==> config.mk <==
export PLATFORM = sky130hd
export DESIGN_NAME = memory_stage
export DESIGN_NICKNAME = d
export VERILOG_FILES = /design/src/rtl/mem_pkg.sv /design/src/rtl/load_store_align.sv /design/src/rtl/memory_stage.sv
export SDC_FILE = /design/constraint.sdc
export NUM_CORES = 1
export LEC_CHECK = 0
export ABC_CLOCK_PERIOD_IN_PS = 2300
export BUFFER_PORTS_ARGS = -buffer_cell sky130_fd_sc_hd__buf_2
export CAP_MARGIN = 20
export CORE_UTILIZATION = 43
export CTS_CLUSTER_DIAMETER = 100
export DETAILED_ROUTE_END_ITERATION = 7
export PLACE_DENSITY = 0.83
export SYNTH_ARGS = -nofsm -noshare
export SYNTH_HDL_FRONTEND = slang
export SYNTH_SLANG_ARGS = --single-unit
==> constraint.sdc <==
create_clock -name clk -period 2.3 [get_ports clk]
set_input_delay 0.46 -clock clk [delete_from_list [all_inputs] [get_ports clk]]
set_output_delay 0.46 -clock clk [all_outputs]
set_load 0.05 [all_outputs]
==> src/rtl/mem_pkg.sv <==
`default_nettype none
// ============================================================================
// Module  : mem_pkg
// Brief   : Shared constants and FSM state type for the MEM pipeline stage.
// Revision: 1.0 - initial release
// ============================================================================
package mem_pkg;

  localparam logic [2:0] c_F3_LB  = 3'b000;
  localparam logic [2:0] c_F3_LH  = 3'b001;
  localparam logic [2:0] c_F3_LW  = 3'b010;
  localparam logic [2:0] c_F3_LBU = 3'b100;
  localparam logic [2:0] c_F3_LHU = 3'b101;
  localparam logic [2:0] c_F3_SB  = 3'b000;
  localparam logic [2:0] c_F3_SH  = 3'b001;
  localparam logic [2:0] c_F3_SW  = 3'b010;

  localparam int c_BE_WIDTH = 4;

  typedef enum logic [1:0] {
    ST_IDLE = 2'd0,
    ST_WAIT = 2'd1,
    ST_RESP = 2'd2
  } mem_state_e;

endpackage
`default_nettype wire

==> src/rtl/load_store_align.sv <==
`default_nettype none
// ============================================================================
// Module  : load_store_align
// Brief   : Byte-lane enables, store replication, alignment check, load extension.
// Revision: 1.0 - initial release
// ============================================================================
module load_store_align
  import mem_pkg::*;
(
  input  logic [1:0]            addr_lo_i,
  input  logic [2:0]            funct3_i,
  input  logic                  is_write_i,
  input  logic [31:0]           store_data_i,
  input  logic [31:0]           rdata_i,
  output logic [c_BE_WIDTH-1:0] byte_en_o,
  output logic [31:0]           wdata_o,
  output logic                  misaligned_o,
  output logic [31:0]           load_data_o
);

  logic [7:0]  w_byte;
  logic [15:0] w_half;

  // funct3[1:0] gives the access size: 00 byte, 01 half, anything else a word
  always_comb begin
    misaligned_o = ((funct3_i[1:0] == 2'b01) && addr_lo_i[0]) ||
                   (funct3_i[1] && (addr_lo_i != 2'b00));

    byte_en_o = 4'b1111;
    wdata_o   = store_data_i;
    if (is_write_i) begin
      case (funct3_i[1:0])
        2'b00: begin
          byte_en_o = 4'b0001 << addr_lo_i;
          wdata_o   = {4{store_data_i[7:0]}};
        end
        2'b01: begin
          byte_en_o = 4'b0011 << addr_lo_i;
          wdata_o   = {2{store_data_i[15:0]}};
        end
        default: begin
          byte_en_o = 4'b1111;
          wdata_o   = store_data_i;
        end
      endcase
    end
  end

  always_comb begin
    case (addr_lo_i)
      2'd0:    w_byte = rdata_i[7:0];
      2'd1:    w_byte = rdata_i[15:8];
      2'd2:    w_byte = rdata_i[23:16];
      default: w_byte = rdata_i[31:24];
    endcase
    w_half = addr_lo_i[1] ? rdata_i[31:16] : rdata_i[15:0];

    case (funct3_i)
      c_F3_LB:  load_data_o = {{24{w_byte[7]}}, w_byte};
      c_F3_LH:  load_data_o = {{16{w_half[15]}}, w_half};
      c_F3_LBU: load_data_o = {24'd0, w_byte};
      c_F3_LHU: load_data_o = {16'd0, w_half};
      default:  load_data_o = rdata_i;
    endcase
  end

endmodule
`default_nettype wire

==> src/rtl/memory_stage.sv <==
`default_nettype none
// ============================================================================
// Module  : memory_stage
// Brief   : MEM pipeline stage: data-memory handshake, stall and MEM/WB drive.
// Revision: 1.0 - initial release
// ============================================================================
module memory_stage
  import mem_pkg::*;
#(
  parameter int TIMEOUT_CYCLES = 255,
  parameter int ADDR_WIDTH     = 32
) (
  input  logic                  clk,
  input  logic                  nReset,
  input  logic                  exValid,
  input  logic [31:0]           exExecutionData,
  input  logic [31:0]           exStoreData,
  input  logic [2:0]            exFunct3,
  input  logic                  exMemRead,
  input  logic                  exMemWrite,
  input  logic                  exIsRegisterWrite,
  output logic                  dmemReq,
  output logic                  dmemWe,
  output logic [ADDR_WIDTH-1:0] dmemAddr,
  output logic [3:0]            dmemByteEnable,
  output logic [31:0]           dmemWData,
  input  logic [31:0]           dmemRData,
  input  logic                  dmemReady,
  output logic                  memStall,
  output logic [31:0]           memMemoryData,
  output logic [31:0]           memExecutionData,
  output logic                  memShouldUseMemoryData,
  output logic                  memIsRegisterWrite,
  output logic                  misaligned,
  output logic                  busError
);

  localparam int              c_CW       = $clog2(TIMEOUT_CYCLES + 1);
  localparam logic [c_CW-1:0] c_CNT_LAST = c_CW'(TIMEOUT_CYCLES - 1);

  mem_state_e        state_q;
  logic [c_CW-1:0]   cnt_q;
  logic [31:0]       data_q;
  logic              timeout_q;

  logic              w_memop;
  logic              w_is_write;
  logic              w_misal;
  logic [3:0]        w_be;
  logic [31:0]       w_wdata;
  logic [31:0]       w_load;

  assign w_memop    = exValid & (exMemRead | exMemWrite);
  assign w_is_write = exValid & exMemWrite;

  load_store_align u_align (
    .addr_lo_i    (exExecutionData[1:0]),
    .funct3_i     (exFunct3),
    .is_write_i   (w_is_write),
    .store_data_i (exStoreData),
    .rdata_i      (dmemRData),
    .byte_en_o    (w_be),
    .wdata_o      (w_wdata),
    .misaligned_o (w_misal),
    .load_data_o  (w_load)
  );

  always_ff @(posedge clk or negedge nReset) begin
    if (!nReset) begin
      state_q   <= ST_IDLE;
      cnt_q     <= '0;
      data_q    <= '0;
      timeout_q <= 1'b0;
    end else begin
      case (state_q)
        ST_IDLE: begin
          if (w_memop && !w_misal) begin
            state_q   <= ST_WAIT;
            cnt_q     <= '0;
            timeout_q <= 1'b0;
          end
        end
        ST_WAIT: begin
          if (dmemReady) begin
            data_q  <= w_load;
            state_q <= ST_RESP;
          end else if (cnt_q == c_CNT_LAST) begin
            data_q    <= '0;
            timeout_q <= 1'b1;
            state_q   <= ST_RESP;
          end else begin
            cnt_q <= cnt_q + c_CW'(1);
          end
        end
        ST_RESP: state_q <= ST_IDLE;
        default: state_q <= ST_IDLE;
      endcase
    end
  end

  // Outputs are forced to their reset values while nReset is low, even though
  // most of them are combinational functions of the EX/MEM inputs.
  always_comb begin
    dmemReq                = 1'b0;
    dmemWe                 = 1'b0;
    dmemAddr               = '0;
    dmemByteEnable         = 4'b1111;
    dmemWData              = '0;
    memStall               = 1'b0;
    memMemoryData          = '0;
    memExecutionData       = '0;
    memShouldUseMemoryData = 1'b0;
    memIsRegisterWrite     = 1'b0;
    misaligned             = 1'b0;
    busError               = 1'b0;
    if (nReset) begin
      memExecutionData = exExecutionData;
      dmemWe           = w_is_write;
      dmemAddr         = {exExecutionData[ADDR_WIDTH-1:2], 2'b00};
      dmemByteEnable   = w_be;
      dmemWData        = w_wdata;
      case (state_q)
        ST_IDLE: begin
          if (w_memop) begin
            if (w_misal) begin
              misaligned = 1'b1;
            end else begin
              dmemReq  = 1'b1;
              memStall = 1'b1;
            end
          end else begin
            memIsRegisterWrite = exValid & exIsRegisterWrite;
          end
        end
        ST_WAIT: begin
          dmemReq  = 1'b1;
          memStall = 1'b1;
        end
        ST_RESP: begin
          memMemoryData          = data_q;
          memShouldUseMemoryData = exMemRead;
          memIsRegisterWrite     = exIsRegisterWrite & exMemRead & ~timeout_q;
          busError               = timeout_q;
        end
        default: ;
      endcase
    end
  end

endmodule
`default_nettype wire
==> summary.txt, run 1 <==
Min path
  • Hold Path Class: input pin to asynchronous set/reset pin

GRT
  • Overflow after GRT: 0
  • Largest net degree at the start of global routing: 90
  • First-pass GRT wire length: between 15000 and 20000 µm
  • Initial antenna violation count: 0
  • Global router's overall resource usage: between 20% and 30%
  • Vias in the first global route: between 3000 and 4000

Pwr
  • Switching portion of total power: roughly 43%
  • Switch Pwr: 1.27 mW
  • Max VDD drop: ~370 µV
  • Power per Cell Area: about 600 nW/µm²
  • Clock network power share: 17.1%
  • Total power: between 2 and 3 mW
  • Combinational Power Share: 44.6%
  • Seq pwr share: approximately two fifths
  • Static power due to leakage: ~2.7 nW
  • P_int: 1.72 mW

Timing
  • Final Cycle Share: ~97%
  • PnR worst setup slack: 0.0752 ns
  • Relative slew slack: 60.0%
  • RSZ-0062 raised after global routing: false
  • Final setup fails: 0
  • Clk_skew: between 0.007 and 0.008 ns
  • Max-slew violations: 0
  • Final hold violations: 0
  • F_max: 0.449 GHz
  • Least-Margin Pin Slew: 0.601 ns
  • Final Critical Period: 2.22 ns

Yosys
  • Sequential area share after synthesis: 29.3%
  • Post-Syn Area: roughly 3700 µm²
  • Syn Inst Count: 441
  • Synth Register Bits: 43
  • Area share of the largest cell type after synthesis: 29.3%
  • Netlist cell types: 50
  • Post-synth EDFFs: 0
  • Async set-reset flop share out of synthesis: 100%
  • Predominant post-synthesis flop cell: dfrtp_1
  • Top post-synthesis cells by area: dfrtp_1 29%, and2_1 13%, buf_4 6.8%, o21ai_0 4.5%, nand2_1 3.8%
  • Biggest area consumer among synthesized cells: dfrtp_1
  • Synth Warn #: 0
  • Mapped Avg Cell Area: 8.32 µm²

Critical path
  • CP Max Fanout: 32
  • Critical-path cell list: and3b_2 > buf_12 > and2_1 > buf_2
  • Worst path top cell family by delay: flip-flops
  • Critical-path top delay cell: dfrtp_1
  • Critical Path RT: 1.84 ns
  • Critical Path AT: 1.76 ns
  • Critical path class: register to output port
  • Crit end category: output port
  • Crit-path max cell delay: 0.50 ns
  • CP Launch Type: register
  • CP bufs+invs: 2

Die
  • Row count: 33
  • Area of the die: 8910 µm²
  • IO Count: ~250
  • Vert. Die Dim: 94.4 µm
  • Core area: 8260 µm²
  • Die width: 94.4 µm
  • Starting density of the core: 44.4%

Route
  • DR vias/cell: 5.49
  • Vias: 4145
  • Metal-1 WL: 5260 µm
  • Met3 Wirelength: 958 µm
  • DRT Pass-1 Iters: 5
  • Metal2 WL: 6580 µm
  • DRT iter0 DRCs: roughly 270
  • Final WL: 13200 µm
  • Top Metal Used: met4
  • DRC Markers: 0
  • Routed Antenna Nets: 0
  • Routed length per instance: 17.5 µm

Final layout
  • Layout Nets: 757
  • Fin area: around 5000 µm²
  • Area Overhead vs Synth: 37.1%
  • ANT cells: 0
  • Core Util, Final: 60.9%
  • Commonest non-fill, non-tap cell in the layout: buf_2
  • Most frequent cells in the layout: 239 x buf_2, 77 x and2_1, 43 x dfrtp_1
  • Share of cells above drive strength 1: 48.2%

Placement
  • Cell Area, Placed: 4890 µm²
  • Detailed placement HPWL: a little over 10000 µm
  • Routability congestion estimate: 0.988
  • PortBufs: 242
  • Setup slack after placement: -0.0169 ns

Clocking
  • Clock slew at reported path FFs: 0.09 ns
  • Clock buffer depth: 2
  • CTS Root Cell: clkbuf_8
  • H-tree lvl count: 2
  • CTS Sinks: 43
  • Post-CTS Hold Buffers: 0
  • Clk Latency, worst-skew pair: 0.31 ns
  • CTS tree: yes
  • CTS Buf Count: 5

Outcome
  • Status: finished, final reports clean

Flow run
  • Max-Cap Viols: 0
[synthesized netlist by cell type (2+ instances only)]
| cell | count |
|---|---|
| and2_1 | 77 |
| dfrtp_1 | 43 |
| nand2_1 | 37 |
| buf_4 | 33 |
| o21ai_0 | 33 |
| clkbuf_1 | 27 |
| nor2_1 | 19 |
| a21boi_0 | 16 |
| a21oi_1 | 12 |
| mux2i_1 | 12 |
| nand2b_1 | 11 |
| a221o_2 | 10 |
| a32o_1 | 9 |
| mux2_2 | 9 |
| nor3_1 | 9 |
| o211a_1 | 9 |
| o21a_1 | 8 |
| a221o_1 | 7 |
| inv_1 | 7 |
| o2bb2ai_1 | 7 |
| buf_2 | 4 |
| nand4_1 | 4 |
| nor2b_1 | 4 |
| and3_1 | 3 |
| nand3_1 | 3 |
| ha_1 | 2 |
| nor3b_1 | 2 |
| o211ai_1 | 2 |
[worst paths after layout]
check / start / end / slack [ns] / cells past startpoint
worst max register to register: state_q[0]$_DFFE_PN0P_ / data_q[20]$_DFFE_PN0P_ / 0.41 / 5
worst min register to register: data_q[6]$_DFFE_PN0P_ / data_q[6]$_DFFE_PN0P_ / 0.48 / 1
max in group asynchronous: nReset / data_q[20]$_DFFE_PN0P_ / 1.55 / 3
worst max-delay path: state_q[0]$_DFFE_PN0P_ / memMemoryData[7] / 0.08 / 4
worst min-delay path: nReset / cnt_q[5]$_DFFE_PN0P_ / 0.13 / 2
min in group clk: dmemRData[19] / data_q[19]$_DFFE_PN0P_ / 0.40 / 2
[power groups by stage]
stage	logic [mW]	registers (mW)	clock network (mW)
2_1_floorplan	0.992	1.11	0
4_1_cts	1.33	1.14	0.516
6_report	1.33	1.15	0.511
3_3_place_gp	1.28	1.15	0
5_1_grt	1.42	1.17	0.544
3_5_place_dp	1.33	1.15	0
[logic make-up after synthesis]
kind of cell / share of synthesized area, %
AOI/OAI and AO/OA: 25.8
xor gates and xnor gates: 0.239
adders and majority gates: 0.682
buffers and inverters: 11.3
DFF: 29.3
muxes: 6.03
other: 0.102
and+or+nand+nor: 26.5
[area by class of cell]
class | count | area [µm²]
multi-input cells | 325 | 2260
inverters | 7 | 26.3
fillers | 751 | 3230
clock buffers | 5 | 68.8
well taps | 105 | 131
flip-flops and latches | 43 | 1080
clock inverters | 3 | 25.0
repair buffers | 267 | 1440
[through the flow]
| stage | TNS, ns | hold slack [ns] | instances |
|---|---|---|---|
| detailed placement | -0.103 | 0.469 | 743 |
| global route | 0 | 0.136 | 755 |
| global placement | 0 | 0.466 | 743 |
| CTS | 0 | 0.144 | 751 |
| floorplan | -0.519 | 0.164 | 442 |
| finish | 0 | 0.125 | 755 |
[per-layer routing]
metal	GRT usage (%)	vias to the layer above
met2	47.8	209
met1	36.2	1963
met5	0	-
met4	11.3	0
li1	-	1949
met3	5.15	24
[worst register-to-register path: cells and delay by family, from the launching register on]
kind,cells,cell delay [ns]
AND/OR/NAND/NOR,3,0.88
flip-flops,1,0.54
AO/OA/AOI/OAI,1,0.17
buffers and inverters,1,0.24
[state kept, by name, summed over array words and instances, names as in the netlist]
| signal | count |
|---|---|
| timeout_q | 1 |
| cnt_q | 8 |
| state_q | 2 |
| data_q | 32 |
[what timing repair did]
action	4_1_cts	5_1_grt
resized for setup	0	4
setup buffers	0	2
endpoints found under the setup margin	0	20
(Power assumes the default switching activity.)
==> run 2: changes to the inputs <==
--- a/config.mk
+++ b/config.mk
@@ -8,9 +8,11 @@
 export ABC_CLOCK_PERIOD_IN_PS = 2300
 export BUFFER_PORTS_ARGS = -buffer_cell sky130_fd_sc_hd__buf_2
 export CAP_MARGIN = 20
-export CORE_UTILIZATION = 43
+export CORE_AREA = 2 2 95 97
+export CTS_BUF_LIST = sky130_fd_sc_hd__clkbuf_8
 export CTS_CLUSTER_DIAMETER = 100
 export DETAILED_ROUTE_END_ITERATION = 7
+export DIE_AREA = 0 0 97 99
 export PLACE_DENSITY = 0.83
 export SYNTH_ARGS = -nofsm -noshare
 export SYNTH_HDL_FRONTEND = slang
==> run 2 against run 1 <==
Global-route usage is 0.90 points lower; core utilization is 1.9 points lower; critical path type is now input pin to output port; largest cell class unchanged; hold slack better by 0.026 ns; largest power group unchanged; maximum frequency is 1.5% higher; highest routed layer unchanged; via count is 1.4% higher; combinational power hardly changed; critical path depth is 1 higher; critical endpoint is now dmemReq; die area is 7.8% higher; sequential power hardly changed.
==> summary.txt, run 2 (synthesized netlist as in run 1, its figures left out) <==
Outcome
  • Status: finished, final reports clean

Die
  • IO Count: 245 (unchanged)
  • Row count: 34 (+3.0%)
  • Starting density of the core: 42.9% (-1.5 points)
  • Die width: 97 µm (+2.8%)
  • Area of the die: 9600 µm² (+7.8%)
  • Vert. Die Dim: 99 µm (+4.9%)
  • Core area: 8550 µm² (+3.5%)

Timing
  • Sum Neg Setup Slack: 0 ns (unchanged)
  • Least-Margin Pin Slew: 0.948 ns (+0.348 ns)
  • F_max: 0.456 GHz (+1.5%)
  • Final hold violations: 0 (unchanged)
  • Final setup fails: 0 (unchanged)
  • Max-slew violations: 0 (unchanged)
  • Final Cycle Share: 95.3% (-1.5 points)
  • Clk_skew: 0.00866 ns (+0.000672 ns)
  • Relative slew slack: 36.8% (-23 points)
  • RSZ-0062 raised after global routing: false
  • Final Critical Period: 2.19 ns (-0.0337 ns)

GRT
  • GRT met2 Usage: 42.5% (-5.2 points)
  • Largest net degree at the start of global routing: 46 (-49%)
  • First-pass GRT wire length: 21400 µm (+9.7%)
  • Global router's overall resource usage: 27.6% (-0.90 points)
  • Overflow after GRT: 0 (unchanged)
  • GR peak layer: met2
  • Initial antenna violation count: 0 (unchanged)
  • Vias in the first global route: 4029 (+6.0%)
  • Met1 Usage GRT: 35.4% (-0.76 points)
  • Global routing usage on met3: 13.3% (+8.1 points)

Final layout
  • Layout Nets: 755 (-0.26%)
  • Max reg flops: 32 (unchanged)
  • Largest regs: data_q: 32 flops, cnt_q: 8 flops, state_q: 2 flops
  • Commonest non-fill, non-tap cell in the layout: buf_2
  • Area Overhead vs Synth: 37.7%
  • Share of cells above drive strength 1: 47.8% (-0.31 points)
  • Largest Register: data_q
  • FILL cells: 784 (+4.4%)
  • Most frequent cells in the layout: 237 x buf_2, 77 x and2_1, 43 x dfrtp_1

Critical path
  • Worst Setup SP: exExecutionData[1]
  • R2R Path Start: state_q[1]$_DFFE_PN0P_
  • Critical path class: input pin to output port
  • CP Launch Type: input pin
  • CP Max Fanout: 7 (-78%)
  • CP bufs+invs: 2 (unchanged)
  • Critical-path cell list: buf_2 > o21ai_0 > a21oi_1 > nor3b_4 > buf_2
  • Reg-to-Reg End: data_q[26]$_DFFE_PN0P_
  • Crit path depth: 5 (+1)
  • Worst path top cell family by delay: compound AO/OA/AOI/OAI gates
  • Critical-path top delay cell: o21ai_0
  • Critical Path AT: 1.73 ns (-0.03 ns)
  • Flop-to-flop setup slack: 0.33 ns (-0.08 ns)
  • Crit end category: output port
  • Worst setup path endpoint: dmemReq
  • Reg2Reg Depth: 4 (-1)
  • Critical Path RT: 1.84 ns (about the same)
  • Crit-path max cell delay: 0.41 ns (-0.09 ns)
  • CP most frequent cell: buf_2

Route
  • DRT Pass-1 Iters: 5 (unchanged)
  • Routed Antenna Nets: 0 (unchanged)
  • Final WL: 13900 µm (+4.9%)
  • Vias: 4203 (+1.4%)
  • DRT iter0 DRCs: 322 (+18%)
  • DRC Markers: 0 (unchanged)
  • Routed length per instance: 18.4 µm (+4.6%)
  • DR vias/cell: 5.55 (+1.1%)

Flow run
  • Max-Cap Viols: 0 (unchanged)

Clocking
  • CTS Buf Count: 5 (unchanged)
  • Clock buffer depth: 2 (unchanged)
  • CTS tree: yes
  • Clk Latency, worst-skew pair: 0.31 ns (about the same)
  • H-tree lvl count: 2 (unchanged)
  • # Post-CTS Setup Buffers: 0 (unchanged)
  • Clock slew at reported path FFs: 0.10 ns (about the same)
  • CTS Root Cell: clkbuf_8
  • CTS Sinks: 43 (unchanged)

Pwr
  • Max VDD drop: 326 µV (-13%)
  • Switch Pwr: 1.28 mW (+0.96%)
  • Total power: 3.00 mW (+0.44%)
  • Power per Cell Area: 595 nW/µm² (about the same)
  • Switching portion of total power: 42.8% (+0.22 points)
  • Clock network power share: 17.2% (about the same)
  • P_int: 1.72 mW (about the same)
  • Static power due to leakage: 2.72 nW (-0.14%)
  • Combinational Power Share: 44.6% (about the same)
  • Seq pwr share: 38.2% (about the same)

Min path
  • Hold Path Class: input pin to asynchronous set/reset pin

Placement
  • Detailed placement HPWL: 11100 µm (+7.8%)
  • Routability congestion estimate: 0.972 (-1.6%)
  • PortBufs: 242 (unchanged)
-- run 2: cell count changes in the layout (fill, tap and decap cells not counted), moves of 2 or more --
cell | previous run | this run
buf_12 | 2 | 5
buf_2 | 239 | 237
clkbuf_4 | 2 | 0
clkinv_4 | 2 | 0
-- run 2: stage by stage --
step | hold WS (ns) | setup WS (ns) | instance area (µm²) | instances | util (%)
floorplan | 0.164 | -0.258 | 3750 | 442 | -
global placement | 0.470 | 0.137 | 4950 | 747 | 57.9
detailed placement | 0.466 | 0.0834 | 4950 | 747 | 57.9
CTS | 0.158 | 0.0493 | 5040 | 755 | 58.9
global route | 0.181 | 0.0253 | 5050 | 756 | 59.1
finish | 0.151 | 0.109 | 5050 | 757 | 59.1
-- run 2: power by group through the flow --
stage	logic, mW	clock network, mW	registers, mW
after floorplan	0.992	0	1.11
after global placement	1.29	0	1.15
after detailed placement	1.33	0	1.15
after CTS	1.33	0.523	1.14
after global routing	1.42	0.547	1.18
final	1.34	0.516	1.15
-- run 2: layer usage --
layer | part of all wire, % | wire length (µm)
met2 | 44 | 6120
met1 | 40 | 5510
met5 | 0 | 0
met3 | 15 | 2080
met4 | 1.4 | 194
-- run 2: repair_timing --
action                     CTS  global route
resized for setup            0             2
hold buffers                 0             0
setup endpoints to repair    0             1
-- run 2: final cells by class --
class	count	area, µm²	share of cell area (%)
clock buffers	5	68.8	1.36
inverters	7	26.3	0.520
flip-flops and latches	43	1080	21.3
repair buffers	265	1460	28.9
clock inverters	3	23.8	0.471
multi-input cells	325	2260	44.7
diodes	1	2.50	0.0495
well taps	108	135	2.67
-- run 2: worst min path at each step --
stage	depth (start not counted)	to	from	slack, ns
after floorplan	0	cnt_q[0]$_DFFE_PN0P_	nReset	0.16
after global placement	1	data_q[11]$_DFFE_PN0P_	data_q[11]$_DFFE_PN0P_	0.47
after detailed placement	1	data_q[1]$_DFFE_PN0P_	data_q[1]$_DFFE_PN0P_	0.47
after CTS	2	data_q[13]$_DFFE_PN0P_	nReset	0.16
after global routing	2	data_q[22]$_DFFE_PN0P_	nReset	0.18
final	2	data_q[22]$_DFFE_PN0P_	nReset	0.15
